===== src/rtl/decoder_scan_pkg.sv =====
// Shared constants and helpers for the 3x8 decoder scan controller.
// The optional DECODER_SCAN_DIR_EN build uses the downward address constants.
package decoder_scan_pkg;

    // FSM state encoding
    localparam logic [1:0] IDLE = 2'd0;
    localparam logic [1:0] SCAN = 2'd1;
    localparam logic [1:0] DONE = 2'd2;

    // Address range for an upward scan
    localparam logic [2:0] ADDR_FIRST_UP   = 3'd0;
    localparam logic [2:0] ADDR_LAST_UP    = 3'd7;

    // Address range for a downward scan
    localparam logic [2:0] ADDR_FIRST_DOWN = 3'd7;
    localparam logic [2:0] ADDR_LAST_DOWN  = 3'd0;

    // First address of a pass for the given direction (1 = downward)
    function automatic logic [2:0] scan_first(input logic dir_down);
        return dir_down ? ADDR_FIRST_DOWN : ADDR_FIRST_UP;
    endfunction

    // Last address of a pass for the given direction (1 = downward)
    function automatic logic [2:0] scan_last(input logic dir_down);
        return dir_down ? ADDR_LAST_DOWN : ADDR_LAST_UP;
    endfunction

    // Following address, wrapping modulo 8 through the 3-bit width
    function automatic logic [2:0] scan_next(input logic [2:0] addr, input logic dir_down);
        return dir_down ? (addr - 3'd1) : (addr + 3'd1);
    endfunction

endpackage


===== src/rtl/dwell_counter.sv =====
// Per-address dwell down-counter: loads a value, counts down to zero and
// holds there; o_zero marks the final cycle of the current dwell period.
module dwell_counter #(
    parameter int DWELL_W = 4
) (
    input  logic               clk,
    input  logic               rst_n,
    input  logic               i_load,
    input  logic [DWELL_W-1:0] i_load_val,
    input  logic               i_dec,
    output logic               o_zero
);

    logic [DWELL_W-1:0] r_cnt;

    // Load has priority over decrement; the count never wraps below zero
    always_ff @(posedge clk or negedge rst_n) begin
        if (!rst_n) begin
            r_cnt <= '0;
        end else if (i_load) begin
            r_cnt <= i_load_val;
        end else if (i_dec && (r_cnt != '0)) begin
            r_cnt <= r_cnt - 1'b1;
        end
    end

    assign o_zero = (r_cnt == '0);

endmodule


===== src/rtl/decoder_scan_ctrl.sv =====
// Scan controller driving a 3x8 decoder: steps the select code through all
// eight addresses, holding each for dwell+1 cycles, in one pass or continuously.
// Optional macro DECODER_SCAN_DIR_EN adds a dir input for downward scans.
module decoder_scan_ctrl
    import decoder_scan_pkg::*;
#(
    parameter int DWELL_W = 4
) (
    input  logic               clk,
    input  logic               rst_n,
    input  logic               start,
    input  logic               stop,
    input  logic               single,
    input  logic [DWELL_W-1:0] dwell,
`ifdef DECODER_SCAN_DIR_EN
    input  logic               dir,
`endif
    output logic [2:0]         d,
    output logic               en,
    output logic               busy,
    output logic               done
);

    logic [1:0]         r_state;
    logic [2:0]         r_addr;
    logic               r_en;
    logic               r_busy;
    logic               r_done;
    logic               r_single;
    logic [DWELL_W-1:0] r_dwell;
    logic               r_dir;

    logic               w_dir_in;
    logic               w_start_ok;
    logic               w_zero;
    logic               w_last;
    logic               w_cnt_load;
    logic [DWELL_W-1:0] w_cnt_val;
    logic               w_cnt_dec;

`ifdef DECODER_SCAN_DIR_EN
    assign w_dir_in = dir;
`else
    assign w_dir_in = 1'b0;
`endif

    // stop wins over start in IDLE; start is not looked at in any other state
    assign w_start_ok = (r_state == IDLE) && start && !stop;
    assign w_last     = (r_addr == scan_last(r_dir));
    assign w_cnt_dec  = (r_state == SCAN) && !stop;

    // Counter control: arm with the new dwell at start, re-arm at each address
    // step, and clear when the scan ends so IDLE always sees a zero count
    always_comb begin
        w_cnt_load = 1'b0;
        w_cnt_val  = '0;
        case (r_state)
            IDLE: begin
                if (w_start_ok) begin
                    w_cnt_load = 1'b1;
                    w_cnt_val  = dwell;
                end
            end
            SCAN: begin
                if (stop) begin
                    w_cnt_load = 1'b1;
                    w_cnt_val  = '0;
                end else if (w_zero) begin
                    w_cnt_load = 1'b1;
                    w_cnt_val  = (w_last && r_single) ? '0 : r_dwell;
                end
            end
            default: begin
                w_cnt_load = 1'b0;
            end
        endcase
    end

    dwell_counter #(
        .DWELL_W    (DWELL_W)
    ) u_dwell_counter (
        .clk        (clk),
        .rst_n      (rst_n),
        .i_load     (w_cnt_load),
        .i_load_val (w_cnt_val),
        .i_dec      (w_cnt_dec),
        .o_zero     (w_zero)
    );

    // FSM, address register and registered outputs
    always_ff @(posedge clk or negedge rst_n) begin
        if (!rst_n) begin
            r_state  <= IDLE;
            r_addr   <= 3'd0;
            r_en     <= 1'b0;
            r_busy   <= 1'b0;
            r_done   <= 1'b0;
            r_single <= 1'b0;
            r_dwell  <= '0;
            r_dir    <= 1'b0;
        end else begin
            case (r_state)
                IDLE: begin
                    if (w_start_ok) begin
                        r_state  <= SCAN;
                        r_addr   <= scan_first(w_dir_in);
                        r_en     <= 1'b1;
                        r_busy   <= 1'b1;
                        r_single <= single;
                        r_dwell  <= dwell;
                        r_dir    <= w_dir_in;
                    end
                end
                SCAN: begin
                    if (stop) begin
                        r_state <= IDLE;
                        r_addr  <= 3'd0;
                        r_en    <= 1'b0;
                        r_busy  <= 1'b0;
                    end else if (w_zero) begin
                        if (w_last && r_single) begin
                            r_state <= DONE;
                            r_addr  <= 3'd0;
                            r_en    <= 1'b0;
                            r_done  <= 1'b1;
                        end else if (w_last) begin
                            // continuous mode: back to the first address, no gap
                            r_addr <= scan_first(r_dir);
                        end else begin
                            r_addr <= scan_next(r_addr, r_dir);
                        end
                    end
                end
                DONE: begin
                    r_state <= IDLE;
                    r_done  <= 1'b0;
                    r_busy  <= 1'b0;
                end
                default: begin
                    r_state <= IDLE;
                    r_addr  <= 3'd0;
                    r_en    <= 1'b0;
                    r_busy  <= 1'b0;
                    r_done  <= 1'b0;
                end
            endcase
        end
    end

    assign d    = r_addr;
    assign en   = r_en;
    assign busy = r_busy;
    assign done = r_done;

endmodule


===== config.mk =====
export PLATFORM = sky130hd
export DESIGN_NAME = decoder_scan_ctrl
export DESIGN_NICKNAME = d
export VERILOG_FILES = /design/src/rtl/decoder_scan_pkg.sv /design/src/rtl/dwell_counter.sv /design/src/rtl/decoder_scan_ctrl.sv
export SDC_FILE = /design/constraint.sdc
export NUM_CORES = 1
export LEC_CHECK = 0
export CORE_MARGIN = 1.5
export CORE_UTILIZATION = 40
export DETAILED_ROUTE_END_ITERATION = 16
export HOLD_SLACK_MARGIN = 0.08
export PLACE_DENSITY_LB_ADDON = 0.15
export SLEW_MARGIN = 30
export SYNTH_ARGS = -nofsm -noshare
export SYNTH_HDL_FRONTEND = slang
export SYNTH_SLANG_ARGS = --single-unit

===== constraint.sdc =====
create_clock -name clk -period 2.1 [get_ports clk]
set_input_delay 0.42 -clock clk [delete_from_list [all_inputs] [get_ports clk]]
set_output_delay 0.42 -clock clk [all_outputs]
set_load 0.01 [all_outputs]

# Yosys cells after proc, flatten, opt, wreduce, memory -nomap -nowiden

Cells that the tools add are included.

Input bits: 9
Flip-flop bits (word level): 17
Logic and storage cells: 71
Output and inout port bits: 6

Bitwise operators: 2
Mux-type cells: 33
Reductions and logical operators: 16
Equality and inequality tests: 10
Add/subtract/negate cells: 2

Operators with widths:

| cell                  | count |
|---|---|
| $mux W4               | 6 |
| $mux W3               | 5 |
| $mux W1               | 11 |
| $pmux W3 S3           | 1 |
| $mux W2               | 4 |
| $pmux W4 S2           | 1 |
| $reduce_and A4 Y1     | 2 |
| $ne A2 B2 Y1 const B  | 3 |
| $ne A3 B2 Y1 const B  | 2 |
| $pmux W1 S2           | 3 |
| $reduce_and A3 Y1     | 2 |
| $logic_and A1 B1 Y1   | 5 |
| $logic_not A4 Y1      | 1 |
| $ne A2 B1 Y1 const B  | 2 |
| $pmux W2 S2           | 1 |
| $reduce_and A2 Y1     | 2 |
| $reduce_bool A4 Y1    | 1 |
| $sub A4 B1 Y4 const B | 1 |
| $add A3 B1 Y3 const B | 1 |
| $eq A3 B3 Y1 const B  | 1 |
| $pmux W1 S3           | 1 |
| $eq A2 B1 Y1 const B  | 1 |
| $eq A2 B2 Y1 const B  | 1 |
| $logic_not A2 Y1      | 1 |
| other kinds (3)       | 4 |

# Depth between registers and ports, before layout

Gate-level depths: netlist (run 1).

Word-level depth: 7
Mapped depth: 6
Depth with buffers taken out: 6

# By module

Synthesis (run 1) repeated with hierarchy kept, for this count alone.

Cell total of the unflattened synthesis: 89
Area, all modules: 949.7 um^2

By module, submodules not included:

| module            | times used | sequential area each (um^2) | area an instance (um^2) | cells an instance |
|---|---|---|---|---|
| decoder_scan_ctrl | 1          | 325.3                       | 679.4                   | 62 |
| dwell_counter     | 1          | 100.1                       | 270.3                   | 27 |

# Worst setup path before layout (run 1)

No wires, ideal clock.

Path kind: flip-flop to flip-flop
From: register u_dwell_counter.r_cnt[0]
To: register r_addr[0], in the netlist d[0]
Path slack: 376 ps
Library setup time: 125 ps
Period minus slack after synthesis: 1,724 ps
Arrival: 1,599 ps
Cell stages (with the launch flop): 7
Path buffers: 0
Required time: 1,975 ps
Path through: dfrtp_1 > inv_1 > ha_1 > nor3b_2 > nor3_1 > o21ai_2 > mux2_2

Word-level cells in the longest chain between the ends: 3

RTL lines:

| what                               | RTL line                 | RTL |
|---|---|---|
| start: declaration                 | dwell_counter.sv:14      | `logic [DWELL_W-1:0] r_cnt;` |
| start signal: assignment           | dwell_counter.sv:21      | `r_cnt <= i_load_val;` |
| start signal: assignment           | dwell_counter.sv:23      | `r_cnt <= r_cnt - 1'b1;` |
| $logic_not A4 Y1                   | dwell_counter.sv:27      | `assign o_zero = (r_cnt == '0);` |
| $ne A3 B2 Y1 (no source line)      | --                       |  |
| $reduce_and A3 Y1 (no source line) | --                       |  |
| end signal: assignment             | decoder_scan_ctrl.sv:106 | `r_addr <= scan_first(w_dir_in);` |
| end signal: assignment             | decoder_scan_ctrl.sv:128 | `r_addr <= scan_first(r_dir);` |
| end signal: assignment             | decoder_scan_ctrl.sv:130 | `r_addr <= scan_next(r_addr, r_dir);` |
| end: declaration                   | decoder_scan_ctrl.sv:25  | `logic [2:0] r_addr;` |

No other way between the ends.
A chain may end at the register's enable or synchronous reset.

# Worst setup path after layout (run 1)

From: register u_dwell_counter.r_cnt[0]
To: register r_addr[1], in the netlist d[1]

The elaborated chain is that of the path after synthesis.

==> results of run 1 <==
[cell families after synthesis]
group           Yosys count  synth area share
compound gates           20             0.163
fa+ha+maj                 3            0.0419
buf+inv                   7            0.0335
flops                    17             0.475
mux                       4            0.0489
simple gates             42             0.237
[flip-flops by register name, indices dropped and copies added, names as in the netlist]
register               count
busy                       1
done                       1
u_dwell_counter.r_cnt      4
d                          3
r_single                   1
en                         1
r_state                    2
r_dwell                    4
[per-stage QoR]
stage	area [µm²]	hold WS, ps
final	1110	446
after global routing	1110	460
after CTS	1110	451
after detailed placement	1090	470
after global placement	1090	470
after floorplan	896	124
[cells in the final DEF (no fill, tap or decap), drive strengths merged, types with 2 or more instances in the layout]
master         instances
nand2                 20
dfrtp                 17
clkdlybuf4s50         14
o21ai                  8
nor2                   6
inv                    5
buf                    4
clkbuf                 4
and3                   3
and2b                  3
nor3                   3
mux2                   3
ha                     3
a21oi                  2
a31oi                  2
nand3                  2
a32oi                  2
a311oi                 2
[metal layers]
| metal | global-route usage | wire length (µm) | share of wire | up-vias |
|---|---|---|---|---|
| li1 | - | - | - | 371 |
| met1 | 0.242 | 885 | 0.49 | 335 |
| met2 | 0.243 | 779 | 0.43 | 21 |
| met3 | 0.0298 | 96 | 0.053 | 4 |
| met4 | 0.0946 | 46 | 0.025 | 0 |
| met5 | 0 | 0 | 0 | - |
[layout make-up]
type                            instances  area (µm²)  share of cell area
Sequential cell                        17         425               0.382
Multi-Input combinational cell         69         440               0.395
Clock buffer                            4        26.3              0.0236
Inverter                                5        18.8              0.0168
Tap cell                               27        33.8              0.0303
Timing Repair Buffer                   18         170               0.153
[worst paths after layout]
| kind | slack [ps] | from | depth (start not counted) | endpoint |
|---|---|---|---|---|
| worst max-delay path | 360 | u_dwell_counter.r_cnt[0] | 6 | d[1] |
| worst min-delay path | 450 | rst_n | 2 | r_state[1] |
| worst max register to register | 360 | u_dwell_counter.r_cnt[0] | 6 | d[1] |
| worst min register to register | 490 | r_dwell[1] | 2 | r_dwell[1] |
| max in group asynchronous | 1460 | rst_n | 2 | r_dwell[2] |
| min in group clk | 490 | r_dwell[1] | 2 | r_dwell[1] |
[worst reg2reg max path, cell delays in order (launching register included)]
cell and delay [ps]:
dfrtp_1 410, inv_1 90, ha_1 200, nor3b_2 260, nor3_1 100, o21ai_2 200
mux2_2 360
[power groups by stage]
stage,Sequential [mW],Clock (mW),Combinational [mW]
global route,0.417,0.200,0.207
detailed placement,0.417,0,0.184
floorplan,0.413,0,0.108
global placement,0.417,0,0.180
CTS,0.410,0.185,0.185
finish,0.410,0.179,0.183
==> metrics.md, run 1 <==
| Metric | Value |
|---|---|
| Drc violations | `0` |
| Dpl hpwl | `1330 µm` |
| Post-synth EDFFs | `0` |
| VDD IR max | `0.000399 V` |
| Slew at the pin with the worst max-slew slack | `319 ps` |
| PnR worst setup slack | `364 ps` |
| Top FF cell, synth | `dfrtp_1` |
| Post-synth top area cell | `dfrtp_1` |
| Pin count of the biggest net entering global routing | `18` |
| Buffers inserted by post-CTS timing repair | `0` |
| Internal power | `540 µW` |
| Netlist cell types | `28` |
| Highest Clock Rate | `576 MHz` |
| Clock share of power | `0.232` |
| Critical path class | `flip-flop to flip-flop` |
| Die width | `50.3 µm` |
| Critical-path top delay cell | `dfrtp_1` |
| Mapped Cells | `93` |
| CTS tree | `done` |
| Final hold violations | `0` |
| CP Capture Type | `flip-flop` |
| Placer Congestion | `0.748` |
| Worst Path Required | `2290 ps` |
| First-pass GRT wire length | `3220 µm` |
| CP arrival | `1920 ps` |
| Die Span Y | `50.3 µm` |
| GRT Resource Usage Total | `0.170` |
| Nets | `126` |
| Placed insts | `136` |
| # IOs | `15` |
| Core box area | `2040 µm²` |
| Hold Crit Class | `input pin to async pin` |
| Fin crit share | `0.827` |
| Switching power | `233 µW` |
| Starting density of the core | `0.439` |
| Clk Latency, worst-skew pair | `290 ps` |
| Pre-CTS setup slack | `255 ps` |
| CTS buffer count | `3` |
| Fin cells | `140` |
| Crit path buf inv count | `1` |
| Clk sinks | `17` |
| Antenna viol nets, final | `0` |
| # setup viols final | `0` |
| Startpoint Class | `flip-flop` |
| TritonRoute pass-1 iters | `4` |
| H-tree depth | `1` |
| # hold bufs at CTS | `0` |
| Detailed Route WL | `1810 µm` |
| Filler cell count | `200` |
| Antenna violations before repair | `0` |
| Crit path time final | `1740 ps` |
| Proportion of power drawn by flip-flops and latches | `0.531` |
| Clk_skew | `2.87 ps` |
| Logic pwr share | `0.237` |
| Crit-path cells | `inv_1 -> ha_1 -> nor3b_2 -> nor3_1 -> o21ai_2 -> mux2_2` |
| Row count | `16` |
| Pwr Total | `773 µW` |
| Pwr Density | `694 nW/µm²` |
| Clock Tree Buf Depth | `2` |
| Number of port buffers | `14` |
| Diodes inserted | `0` |
| Register area share after synthesis | `0.475` |
| Clock transition at path regs | `100 ps` |
| Final TNS setup | `0 ps` |
| Setup repair after global routing missed its margin | `false` |
| CP top delay family | `flip-flops` |
| DR WL/cell | `12.9 µm` |
| Die area | `2530 µm²` |
| Clock root buffer | `clkbuf_4` |
| Vias | `731` |
| Run status | `finished clean` |
| Async SR Flop Fraction | `1.00` |
| Cell Area, Synth | `896 µm²` |
| Syn. warnings | `0` |
| Top-area cell type share of the netlist area | `0.475` |
| Worst slew margin | `0.782` |
| Sw Share | `0.302` |
| Synth-to-layout area growth | `24.4%` |
| Fin util | `0.546` |
| Synth top area cells | `dfrtp_1 (47%), nand2_1 (8.4%), ha_1 (4.2%)` |
| Cell with the most instances after synthesis | `nand2_1` |
| CP peak stage delay | `410 ps` |
| PostCTS Resize Cnt | `0` |
| Final slew viol count | `0` |
| Share of layout cells above drive strength 1 | `0.124` |
| Routed vias/inst | `5.22` |
| Max_cap viols | `0` |
| Syn nets | `105` |
| Syn avg cell area | `9.63 µm²` |
| Vias in the first global route | `685` |
| First-iteration detailed-routing DRC count | `27` |
| Grt ovf | `0` |
| FF+latch count, synth | `17` |
| Top cells by count, synth | `nand2_1 (20), dfrtp_1 (17), o21ai_0 (7), nor2_1 (6), inv_1 (5)` |
| LEAKAGE | `0.515 nW` |
| Critical path fanouts, max | `4` |
(Power assumes the default switching activity.)
==> run 2: changes to the inputs <==
==> constraint.sdc (replaced) <==
create_clock -name clk -period 1.4 [get_ports clk]
set_input_delay 0.28 -clock clk [delete_from_list [all_inputs] [get_ports clk]]
set_output_delay 0.28 -clock clk [all_outputs]
set_load 0.01 [all_outputs]
==> run 2 against run 1 <==
The flow now finishes with violations (negative setup slack). Clock power grew 53%. Via count grew 17%. Hold slack lost 140 ps. Global-route usage grew 2.8 points. Highest routed layer unchanged. Critical path depth is the same. Sequential power grew 50%. Die area is the same. Count of clock-buffer cells in the layout shrank 1. Combinational power grew 150%. Routed wire length grew 29%. Cell count grew 18%. Flip-flop and latch count is the same.
==> metrics.md, run 2 (synthesis results as in run 1) <==
| Metric | Value |
|---|---|
| # IOs | `15` |
| Clock transition at path regs | `110 ps` |
| Worst slew margin | `0.802` |
| Nets | `151` |
| Routed vias/inst | `5.19` |
| Commonest non-fill, non-tap cells in the layout | `buf_4 (27), nand2_1 (20), dfrtp_1 (16), clkdlybuf4s50_1 (8), nor2_1 (6)` |
| Clk sinks | `17` |
| Dpl hpwl | `1580 µm` |
| Switching power | `427 µW` |
| CTS buffer count | `3` |
| Reg2reg end | `d[0]` |
| Fin crit share | `1.13` |
| First-iteration detailed-routing DRC count | `26` |
| Vias in the first global route | `834` |
| Die area | `2530 µm²` |
| Placer Congestion | `0.845` |
| Internal power | `914 µW` |
| Drc violations | `0` |
| PnR worst setup slack | `-188 ps` |
| Startpoint Class | `flip-flop` |
| Pwr Density | `973 nW/µm²` |
| Worst hold slack | `302 ps` |
| Share of layout cells above drive strength 1 | `0.377` |
| GRT Resource Usage Total | `0.198` |
| Core box area | `2040 µm²` |
| Grt ovf | `0` |
| CP arrival | `1780 ps` |
| Fin util | `0.675` |
| Critical path class | `flip-flop to flip-flop` |
| Final slew viol count | `0` |
| CP peak stage delay | `420 ps` |
| Commonest non-fill, non-tap cell in the layout | `buf_4` |
| Clk_skew | `2.86 ps` |
| TritonRoute pass-1 iters | `4` |
| Run status | `finished with violations` |
| H-tree depth | `1` |
| Critical-path top delay cell | `dfrtp_1` |
| Die width | `50.3 µm` |
| Antenna violations before repair | `0` |
| Starting density of the core | `0.439` |
| Setup repair after global routing missed its margin | `true` |
| Clock Tree Buf Depth | `2` |
| # setup viols final | `11` |
| Synth-to-layout area growth | `53.9%` |
| Number of port buffers | `14` |
| Final TNS setup | `-1260 ps` |
| # hold bufs at CTS | `0` |
| Crit-path cells | `inv_2 -> ha_4 -> nor3b_4 -> nor3_2 -> o21ai_2 -> mux2_4` |
| Logic pwr share | `0.337` |
| First-pass GRT wire length | `3770 µm` |
| Die Span Y | `50.3 µm` |
| Max_cap viols | `0` |
| DR WL/cell | `14.1 µm` |
| Crit path buf inv count | `1` |
| Filler cell count | `167` |
| Highest Clock Rate | `630 MHz` |
| Pin count of the biggest net entering global routing | `18` |
| Hold Crit Class | `input pin to async pin` |
| Crit path time final | `1590 ps` |
| CP Capture Type | `flip-flop` |
| Clk Latency, worst-skew pair | `300 ps` |
| LEAKAGE | `0.656 nW` |
| R2R Setup Slk | `-190 ps` |
| Row count | `16` |
| VDD IR max | `0.000835 V` |
| CP top delay family | `flip-flops` |
| Vias | `856` |
| Proportion of power drawn by flip-flops and latches | `0.459` |
| Sw Share | `0.318` |
| Detailed Route WL | `2330 µm` |
| Critical path fanouts, max | `3` |
| CTS tree | `done` |
| Cells on worst reg2reg path | `6` |
| Antenna viol nets, final | `0` |
| Clock root buffer | `clkbuf_4` |
| Clock share of power | `0.204` |
| Diodes inserted | `0` |
| Final hold violations | `0` |
| R2r startpoint | `u_dwell_counter.r_cnt[0]` |
| Failing checks | `negative setup slack` |
| Worst Path Required | `1590 ps` |
| Slew at the pin with the worst max-slew slack | `296 ps` |
run 2: changes by cell type in the layout (fill, tap and decap cells not counted), moves of 3 or more:
cell and change:
ha_1 -3, buf_4 +23, clkdlybuf4s50_1 -6, o21ai_0 -3, dlygate4sd2_1 +4
run 2: worst register-to-register path, delay by kind of cell (launching register included):
kind | cells | cell delay, ps
AOI/OAI and AO/OA | 1 | 210
adders and majority gates | 1 | 130
buffers and inverters | 1 | 90
DFF | 1 | 420
muxes | 1 | 320
and+or+nand+nor | 2 | 300
run 2: power groups by stage:
stage	clock network [mW]	registers, mW	logic (mW)
floorplan	0	0.623	0.171
global placement	0	0.614	0.374
detailed placement	0	0.618	0.378
CTS	0.279	0.611	0.420
global route	0.301	0.621	0.489
finish	0.273	0.615	0.453
run 2: worst max-delay path by stage:
| stage | startpoint | end | slack (ps) | cells after the start |
|---|---|---|---|---|
| 6_report | u_dwell_counter.r_cnt[0] | d[0] | -190 | 6 |
| 5_1_grt | d[1] | u_dwell_counter.r_cnt[3] | -230 | 6 |
| 4_1_cts | u_dwell_counter.r_cnt[0] | d[0] | -160 | 6 |
| 3_5_place_dp | stop | u_dwell_counter.r_cnt[0] | -360 | 5 |
| 3_3_place_gp | stop | en | -300 | 6 |
| 2_1_floorplan | u_dwell_counter.r_cnt[0] | d[0] | -250 | 6 |
run 2: cell type report:
class	instances	area (µm²)	share of cell area
timing repair buffer	43	360	0.261
clock inverter	1	5.00	0.00363
multi-input combinational	69	512	0.371
inverter	5	18.8	0.0136
tap	27	33.8	0.0245
clock buffer	3	22.5	0.0163
sequential	17	427	0.309
run 2: repair_timing:
action / 4_1_cts / 5_1_grt
endpoints found under the hold margin: 0 / 0
pin swaps: 5 / 2
setup endpoints to repair: 17 / 14
gates resized for setup: 19 / 6
buffers inserted: 6 / 1
run 2: metrics by stage:
stage	total power [mW]	area, µm²	instances	setup WS, ps
finish	1.34	1380	165	-188
floorplan	0.794	925	93	-250
global route	1.41	1380	165	-232
global placement	0.987	1250	154	-305
detailed placement	0.996	1250	154	-360
CTS	1.31	1360	164	-158
run 2: layer usage:
layer | GRT usage | vias to the layer above | wire (µm)
met5 | 0 | - | 0
met4 | 0.0495 | 0 | 19
met3 | 0.0298 | 2 | 101
met2 | 0.325 | 24 | 1090
met1 | 0.277 | 409 | 1120
li1 | - | 421 | -
==> run 3: changes to the inputs <==
--- a/config.mk
+++ b/config.mk
@@ -7,8 +7,8 @@
 export LEC_CHECK = 0
 export CORE_MARGIN = 1.5
 export CORE_UTILIZATION = 40
+export CTS_CLUSTER_DIAMETER = 40
 export DETAILED_ROUTE_END_ITERATION = 16
-export HOLD_SLACK_MARGIN = 0.08
 export PLACE_DENSITY_LB_ADDON = 0.15
 export SLEW_MARGIN = 30
 export SYNTH_ARGS = -nofsm -noshare
==> results of run 3 <==
Final layout, timing and power as in run 2 (identical DEF).
